==> src/rtl/reg_mux_pkg.sv <==
// Shared constants and helpers for the registered N-way word multiplexer.
package reg_mux_pkg;

    localparam int unsigned ARB_FIXED = 0;
    localparam int unsigned ARB_RR    = 1;

    // Index width for n items; never below one bit so single-bit ports stay legal.
    function automatic int unsigned clog2_min1(input int unsigned n);
        return (n < 2) ? 1 : $clog2(n);
    endfunction

endpackage

==> src/rtl/reg_mux_arb_rr_arbiter.sv <==
// Combinational round-robin arbiter: first requester at or above ptr wins, wrapping at N-1.
module rr_arbiter
    import reg_mux_pkg::*;
#(
    parameter  int unsigned N     = 4,
    localparam int unsigned SEL_W = clog2_min1(N)
) (
    input  logic [N-1:0]     req,
    input  logic [SEL_W-1:0] ptr,
    output logic [N-1:0]     grant_onehot,
    output logic [SEL_W-1:0] grant_idx,
    output logic             any_grant
);

    always_comb begin
        int unsigned cand;
        grant_onehot = '0;
        grant_idx    = '0;
        any_grant    = 1'b0;
        cand         = 0;
        for (int unsigned off = 0; off < N; off++) begin
            cand = (32'(ptr) + off) % N;
            if (!any_grant && req[SEL_W'(cand)]) begin
                any_grant                   = 1'b1;
                grant_idx                   = SEL_W'(cand);
                grant_onehot[SEL_W'(cand)]  = 1'b1;
            end
        end
    end

endmodule

==> src/rtl/reg_mux_arb.sv <==
// Registered N-way word multiplexer with valid/ready handshake and a one-entry output stage.
// Source chosen either by the sel port or by round-robin over valid channels.
module reg_mux_arb
    import reg_mux_pkg::*;
#(
    parameter  int unsigned WIDTH      = 32,
    parameter  int unsigned NUM_INPUTS = 4,
    parameter  int unsigned ARB_MODE   = ARB_FIXED,
    localparam int unsigned SEL_W      = clog2_min1(NUM_INPUTS)
) (
    input  logic                        clk,
    input  logic                        rst_n,
    input  logic [NUM_INPUTS*WIDTH-1:0] in_data,
    input  logic [NUM_INPUTS-1:0]       in_valid,
    output logic [NUM_INPUTS-1:0]       in_ready,
    input  logic [SEL_W-1:0]            sel,
    output logic [WIDTH-1:0]            out_data,
    output logic [SEL_W-1:0]            out_src,
    output logic                        out_valid,
    input  logic                        out_ready
);

    typedef enum logic {
        ST_EMPTY = 1'b0,
        ST_FULL  = 1'b1
    } state_t;

    state_t                  state_q;
    state_t                  state_d;
    logic [NUM_INPUTS-1:0]   grant_onehot;
    logic [SEL_W-1:0]        grant_idx;
    logic                    grant_any;
    logic                    can_load;
    logic                    in_xfer;
    logic [WIDTH-1:0]        sel_word;

    generate
        if (ARB_MODE == ARB_RR) begin : g_rr
            logic [SEL_W-1:0] rr_ptr_q;
            logic             unused_sel;

            assign unused_sel = ^sel;

            rr_arbiter #(.N(NUM_INPUTS)) u_rr_arbiter (
                .req          (in_valid),
                .ptr          (rr_ptr_q),
                .grant_onehot (grant_onehot),
                .grant_idx    (grant_idx),
                .any_grant    (grant_any)
            );

            // Pointer advances past the winner only when a word is actually taken.
            always_ff @(posedge clk or negedge rst_n) begin
                if (!rst_n) begin
                    rr_ptr_q <= '0;
                end else if (in_xfer) begin
                    rr_ptr_q <= (32'(grant_idx) == NUM_INPUTS - 1) ? '0 : grant_idx + SEL_W'(1);
                end
            end
        end else begin : g_fixed
            assign grant_idx = sel;

            // Out-of-range selects only exist when NUM_INPUTS is not a power of two.
            if (NUM_INPUTS == (1 << SEL_W)) begin : g_full_range
                assign grant_any = 1'b1;
            end else begin : g_part_range
                assign grant_any = (32'(sel) < NUM_INPUTS);
            end

            always_comb begin
                grant_onehot = '0;
                if (grant_any) begin
                    grant_onehot[sel] = 1'b1;
                end
            end
        end
    endgenerate

    always_ff @(posedge clk or negedge rst_n) begin
        if (!rst_n) begin
            state_q <= ST_EMPTY;
        end else begin
            state_q <= state_d;
        end
    end

    // Handshake and next state; a draining register can accept a new word the same cycle.
    always_comb begin
        state_d  = state_q;
        can_load = (state_q == ST_EMPTY) || out_ready;
        in_ready = grant_any ? (grant_onehot & {NUM_INPUTS{can_load}}) : '0;
        in_xfer  = |(in_ready & in_valid);
        case (state_q)
            ST_EMPTY: if (in_xfer) state_d = ST_FULL;
            ST_FULL:  if (!in_xfer && out_ready) state_d = ST_EMPTY;
            default:  state_d = ST_EMPTY;
        endcase
    end

    always_comb begin
        sel_word = '0;
        for (int unsigned i = 0; i < NUM_INPUTS; i++) begin
            if (grant_idx == SEL_W'(i)) begin
                sel_word = in_data[i*WIDTH +: WIDTH];
            end
        end
    end

    always_ff @(posedge clk or negedge rst_n) begin
        if (!rst_n) begin
            out_data <= '0;
            out_src  <= '0;
        end else if (in_xfer) begin
            out_data <= sel_word;
            out_src  <= grant_idx;
        end
    end

    assign out_valid = (state_q == ST_FULL);

endmodule

==> config.mk <==
export PLATFORM = sky130hd
export DESIGN_NAME = reg_mux_arb
export DESIGN_NICKNAME = d
export VERILOG_FILES = /design/src/rtl/reg_mux_pkg.sv /design/src/rtl/reg_mux_arb_rr_arbiter.sv /design/src/rtl/reg_mux_arb.sv
export SDC_FILE = /design/constraint.sdc
export NUM_CORES = 1
export LEC_CHECK = 0
export CAP_MARGIN = 0
export CORE_ASPECT_RATIO = 0.9
export CORE_MARGIN = 2
export CORE_UTILIZATION = 33
export CTS_CLUSTER_DIAMETER = 60
export CTS_CLUSTER_SIZE = 20
export DETAILED_ROUTE_END_ITERATION = 8
export GPL_TIMING_DRIVEN = 1
export PLACE_DENSITY = 0.78
export SYNTH_ARGS = -nofsm -noshare
export SYNTH_HDL_FRONTEND = slang
export SYNTH_HIERARCHICAL = 1
export SYNTH_SLANG_ARGS = --single-unit
==> constraint.sdc <==
create_clock -name clk -period 1.73 [get_ports clk]
set_input_delay 0.346 -clock clk [delete_from_list [all_inputs] [get_ports clk]]
set_output_delay 0.346 -clock clk [all_outputs]
set_load 0.01 [all_outputs]
==> summary.md, run 1 <==
| Metric | Value |
|---|---|
| Clock tree sinks | 35 |
| Int Power | 2.36 mW |
| Largest net degree at the start of global routing | 20 |
| ANT cells | 0 |
| Share of layout cells above drive strength 1 | 0.303 |
| Placer Congestion | 0.743 |
| Post-synthesis xor/xnor area fraction | 0 |
| Sequential-to-total area share from yosys stat | 0.402 |
| Die W | 89.7 µm |
| Critical path class | input port to flip-flop |
| DR iter-0 viols | 21 |
| Fin util | 0.662 |
| CTS buffer count | 5 |
| Critical path startpoint category | input port |
| Worst setup EP type | flip-flop |
| Unrepaired setup endpoints after global routing | yes |
| Data required time of the worst path | ~1.9 ns |
| Tmin final | between 1.5 and 2 ns |
| Router iterations before antenna repair | 3 |
| Highest Signal Layer | met4 |
| Setup ws final | -0.000743 ns |
| Fillers | between 500 and 600 |
| Setup crit start | in_valid[3] |
| Core area | roughly 0.0065 mm² |
| Reported max-cap violation count | 0 |
| Flop pwr share | 0.357 |
| Combinational share of power | 0.479 |
| CTS Buffer Depth | 2 |
| Final wirelength | 6800 µm |
| Reg2Reg Launch Point | out_valid |
| Met3 Routed Length | 789 µm |
| Cells after synthesis | 126 |
| CP max stage delay | 0.40 ns |
| Storage element area | 876 µm² |
| Root Buffer | clkbuf_8 |
| Io pins | 176 |
| Chip Height | between 80 and 90 µm |
| Layout area overhead | 96.8% |
| Commonest non-fill, non-tap cell in the layout | clkdlybuf4s50_1 |
| Mean Syn Cell Area | 17.3 µm² |
| Ys Warns | 6 |
| CTS tree | built |
| Fin Hold WS | -0.00123 ns |
| Vias in the first global route | 1922 |
| Peak VDD IR | approximately 330 µV |
| M1 WL | 2280 µm |
| CP arrival | 1.89 ns |
| Met2 wirelength from detailed routing | 3700 µm |
| Complex-gate fraction of the synthesized area | 0.0121 |
| Yosys reg bits | 35 |
| Failing checks | hold timing, setup timing |
| Largest family of logic cells by synthesized area | multiplexers |
| Fin. Hold Viols | 1 |
| Total power | 3.21 mW |
| Hold Crit Class | input port to asynchronous set/reset pin |
| Slowest cell on the critical path | clkdlybuf4s50_1 |
| Clk_skew | between 0.004 and 0.005 ns |
| Switching Share | 0.263 |
| Mux cell area share after synthesis | 0.513 |
| Hpwl dp | 5400 µm |
| Rows | 28 |
| Final period utilization | 1.00 |
| Status | finished, violations left |
| Clock power share | 0.164 |
| Number of port buffers | about 180 |
| Reg clk slew, reported paths | roughly 0.060 ns |
| Routed length per instance | approximately 17 µm |
| Worst slew pin tran | 0.430 ns |
| Power Dens Cells | 748 mW/mm² |
| Final setup viols | 1 |
| Clk_lat worst skew | 0.28 ns |
| Slew headroom | 0.713 |
| Initial core utilization | 0.336 |
| Netlist Area Pre-Place | 0.00218 mm² |
| Multi-input logic area | ~0.0012 mm² |
| Adder-Cell Fraction of Synth Area | 0 |
| Maximum fanout along the worst path | 8 |
| All-layer global routing usage | 0.171 |
| Simple-gate share of the synthesized area | 0.0264 |
| DRC viols | 0 |
| Via density | 4.81 |
| Initial antenna violation count | 0 |
| Leakage power | 1.72 nW |
| First-pass GRT wire length | ~9000 µm |
| CP Cell Sequence | clkdlybuf4s50_1 > mux2_4 > a31oi_4 > buf_12 > clkbuf_16 > mux2_2 |
| Die ar. | roughly 0.0073 mm² |
| Gr ovfl total | 0 |
| Most frequent cells in the layout | clkdlybuf4s50_1, dfrtp_1, mux4_2, mux2_2, mux2_4 |
| Yosys cell types | 20 |
| DR vias | 1924 |
| Syn nets | 263 |
| CTS H-Tree Depth | 2 |
| Pins over their slew limit | 0 |
| Final #Nets | ~450 |
| Switch Pwr | 0.846 mW |
| Antenna-violating nets left | 0 |
| F_max | approximately 0.58 GHz |
==> per-stage QoR <==
step	hold slack, ns	setup TNS, ns	worst slack [ns]	instance area (µm²)	cells
after global placement	0.302	-8.21	-0.241	4070	389
final	-0.00123	-0.000743	-0.000743	4290	400
after global routing	0.0197	-0.338	-0.0331	4290	400
after detailed placement	0.310	-10.29	-0.313	4070	389
after floorplan	0.0504	0	0.144	2180	126
after CTS	0.00773	-0.0135	-0.00792	4150	395
==> cell type report <==
class,instances,share of cell area
Clock buffer,6,0.0169
Inverter,1,0.000875
Multi-Input combinational cell,79,0.291
Sequential cell,35,0.204
Tap cell,90,0.0262
Timing Repair Buffer,189,0.460
==> logic make-up after synthesis <==
group / Yosys count
AOI/OAI and AO/OA: 2
buffers and inverters: 12
DFF: 35
muxes: 67
and+or+nand+nor: 10
==> synthesized netlist by cell type <==
master	instances	area, µm²
nor2b_1	1	6.26
nand3_1	1	5.00
buf_6	7	78.8
a31oi_4	1	21.3
mux2i_1	1	10.0
nand2b_1	1	6.26
dfrtp_1	35	876
mux2_2	31	349
nor3_2	1	10.0
o21ai_0	1	5.00
nor2_1	1	3.75
mux2_1	2	22.5
nand2_1	2	7.51
inv_1	1	3.75
nor3_1	1	5.00
mux4_2	32	721
buf_2	4	20.0
mux2_4	1	15.0
and3_1	1	6.26
nor3b_1	1	7.51
==> registers in the layout, indices dropped and copies added, names as in the netlist <==
signal / cells
out_src: 2
out_valid: 1
out_data: 32
==> power by group through the flow <==
stage | Sequential, mW | Clock (mW) | Combinational, mW
floorplan | 1.25 | 0 | 0.451
global placement | 1.15 | 0 | 1.42
detailed placement | 1.16 | 0 | 1.45
CTS | 1.15 | 0.548 | 1.45
global route | 1.18 | 0.585 | 1.63
finish | 1.15 | 0.526 | 1.54
==> final timing paths <==
path                           endpoint  slack (ns)  depth (start not counted)
max                         out_data[0]     -0.0007                          6
min                        out_data[27]      -0.001                          1
max reg2reg                 out_data[0]        0.05                          6
min reg2reg                out_data[29]        0.50                          1
max in group asynchronous  out_data[29]        1.13                          2
min in group clk           out_data[29]        0.50                          1
==> repair_timing <==
action                     in CTS  in global routing
setup endpoints to repair       4                 37
gates resized for setup         7                 16
cloned                          0                  3
setup buffers                   0                  2
pin swaps                       0                  1
hold buffers                    0                  0
==> routing by layer <==
layer  vias to the layer above  track usage
met2                       114        0.332
met3                         4       0.0620
met4                         0       0.0403
met1                       926        0.169
met5                         -            0
li1                        880            -
==> worst max-delay path, delay by kind of cell <==
kind / cells / cell delay, ns
AOI/OAI and AO/OA: 1 / 0.24
buffers and inverters: 3 / 0.71
muxes: 2 / 0.60
No activity file was read; power rests on OpenSTA's default activity.
==> run 2: changes to the inputs <==
--- a/config.mk
+++ b/config.mk
@@ -13,7 +13,7 @@
 export CTS_CLUSTER_SIZE = 20
 export DETAILED_ROUTE_END_ITERATION = 8
 export GPL_TIMING_DRIVEN = 1
-export PLACE_DENSITY = 0.78
+export PLACE_DENSITY_LB_ADDON = 0.25
 export SYNTH_ARGS = -nofsm -noshare
 export SYNTH_HDL_FRONTEND = slang
 export SYNTH_HIERARCHICAL = 1
==> run 2 against run 1 <==
The run now ends clean. Setup slack improved by 0.0056 ns. Critical path depth is the same. Sequential cell count stayed put. Worst hold slack improved by 0.50 ns. Routed wire length down 3.7%. Clock power up 11%. Via count down 0.83%. Total power shrank 1.7%. Register-to-register slack improved by 0.04 ns. Global-route usage is 0.53 points higher. Critical endpoint is now out_data[1]. Largest cell class unchanged. Largest power group unchanged. Highest routed layer unchanged.
==> summary.md, run 2 (synthesized netlist as in run 1, its figures left out) <==
| Metric | Value |
|---|---|
| Tmin final | 1.73 ns (about the same) |
| Final period utilization | 0.997 (was 1.00) |
| Pins over their slew limit | 0 (unchanged) |
| Final wirelength | 6540 µm (was 6800 µm) |
| Share of layout cells above drive strength 1 | 0.303 (unchanged) |
| Number of port buffers | 175 (unchanged) |
| Vias in the first global route | 2105 (was 1922) |
| F_max | 0.580 GHz (was 0.578 GHz) |
| Critical path class | input port to flip-flop (unchanged) |
| Reported max-cap violation count | 0 (unchanged) |
| Status | finished, final reports clean (was finished, violations left) |
| Reg clk slew, reported paths | 0.07 ns (was 0.06 ns) |
| Routed length per instance | 16.4 µm (was 17.0 µm) |
| Maximum fanout along the worst path | 19 (was 8) |
| Clk_skew | 0.00314 ns (was 0.00454 ns) |
| Fin util | 0.645 (was 0.662) |
| Slew headroom | 0.742 (was 0.713) |
| Hpwl dp | 5430 µm (was 5400 µm) |
| All-layer global routing usage | 0.176 (was 0.171) |
| Peak VDD IR | 403 µV (was 335 µV) |
| Router iterations before antenna repair | 4 (was 3) |
| Die ar. | 0.00727 mm² (unchanged) |
| Rows | 28 (unchanged) |
| Clock tree sinks | 35 (unchanged) |
| DRC viols | 0 (unchanged) |
| Clk_lat worst skew | 0.29 ns (was 0.28 ns) |
| Core area | 0.00648 mm² (unchanged) |
| Initial antenna violation count | 0 (unchanged) |
| Non-filler cells, final | 400 (unchanged) |
| Power Dens Cells | 755 mW/mm² (was 748 mW/mm²) |
| Leakage power | 1.62 nW (was 1.72 nW) |
| R2R Setup Slk | 0.09 ns (was 0.05 ns) |
| Storage element area | 876 µm² (unchanged) |
| Io pins | 176 (unchanged) |
| Worst setup EP type | flip-flop (unchanged) |
| Worst slew pin tran | 0.387 ns (was 0.430 ns) |
| DR iter-0 viols | 27 (was 21) |
| Fin. Hold Viols | 0 (was 1) |
| Total negative slack | 0 ns (was -0.000743 ns) |
| DR vias | 1908 (was 1924) |
| Final #Nets | 446 (was 448) |
| Commonest non-fill, non-tap cell in the layout | clkdlybuf4s50_1 (unchanged) |
| Initial core utilization | 0.336 (unchanged) |
| Most frequent cells in the layout | clkdlybuf4s50_1, dfrtp_1, mux4_2, mux2_2, buf_4 (was clkdlybuf4s50_1, dfrtp_1, mux4_2, mux2_2, mux2_4) |
| Fillers | 513 (was 507) |
| First-pass GRT wire length | 9600 µm (was 9160 µm) |
| Via density | 4.77 (was 4.81) |
| Max reg flops | 32 (unchanged) |
| CTS H-Tree Depth | 2 (unchanged) |
| Gr ovfl total | 0 (unchanged) |
| Largest net degree at the start of global routing | 21 (was 20) |
| Multi-input logic area | 0.00122 mm² (was 0.00125 mm²) |
| Data required time of the worst path | 1.90 ns (was 1.89 ns) |
| Post-Place Cells | 391 (was 389) |
| Critical path startpoint category | input port (unchanged) |
| Chip Height | 81.1 µm (unchanged) |
| Final setup viols | 0 (was 1) |
| ANT cells | 0 (unchanged) |
| CTS Buffer Depth | 2 (unchanged) |
| Reg with most FFs | out_data (unchanged) |
| Root Buffer | clkbuf_8 (unchanged) |
| Layout area overhead | 91.7% (was 96.8%) |
| Placer Congestion | 0.698 (was 0.743) |
| Fin Hold WS | 0.497 ns (was -0.00123 ns) |
| Die W | 89.7 µm (unchanged) |
| CP arrival | 1.90 ns (was 1.89 ns) |
| CTS buffer count | 5 (unchanged) |
| Hold Crit Class | flip-flop to flip-flop (was input port to asynchronous set/reset pin) |
| Antenna-violating nets left | 0 (unchanged) |
| CTS tree | built (unchanged) |
==> run 2: cell count changes in the layout (fill, tap and decap cells not counted), moves of 2 or more <==
cell	change
mux2_4	-9
buf_4	+2
clkbuf_16	-3
dlymetal6s2s_1	-2
mux2_1	+2
clkinvlp_4	+2
buf_12	-2
mux2_2	+7
clkdlybuf4s50_1	+2
==> run 2: worst paths after layout <==
path / cells after the start / start / endpoint
max: 6 / out_ready / out_data[1]
max in group asynchronous: 3 / rst_n / out_data[28]
min in group asynchronous: 2 / rst_n / out_data[1]
min: 1 / out_data[10] / out_data[10]
min reg2reg: 1 / out_data[10] / out_data[10]
max reg2reg: 5 / out_valid / out_data[1]
==> run 2: final cells by class <==
class | instances | share of cell area
repair buffers | 187 | 0.450
multi-input cells | 79 | 0.291
flip-flops and latches | 35 | 0.210
well taps | 90 | 0.0269
clock buffers | 5 | 0.0165
clock inverters | 3 | 0.00479
inverters | 1 | 0.000898
==> run 2: metrics by stage <==
step                area, µm²  power [mW]  worst slack, ns
floorplan                2180        1.71            0.144
global placement         4080        2.57           -0.257
detailed placement       4080        2.60           -0.347
CTS                      4180        3.19          -0.0250
global route             4180        3.33          -0.0162
finish                   4180        3.15          0.00482
==> run 2: routing by layer <==
metal,part of all wire,vias up,global-route usage
met2,0.54,93,0.330
met5,0,-,0
met1,0.35,929,0.180
met4,0.018,0,0.0657
met3,0.096,12,0.0569
li1,-,874,-
==> run 2: repair_timing <==
action                                  4_1_cts  5_1_grt
hold buffers                                  1        0
endpoints found under the setup margin        4       36
buffers inserted                              0        0
endpoints found under the hold margin        15        0
gates resized for setup                       8        6
==> run 2: worst max-delay path, cell delays in order <==
cell,delay (ns)
clkdlybuf4s50_1,0.46
nand2b_4,0.17
buf_4,0.15
a31oi_4,0.22
buf_12,0.19
mux2_2,0.36
==> run 2: report_power, final <==
| part | switching [mW] | internal [mW] |
|---|---|---|
| registers | 0.107 | 1.03 |
| logic | 0.452 | 0.977 |
| clock network | 0.306 | 0.280 |
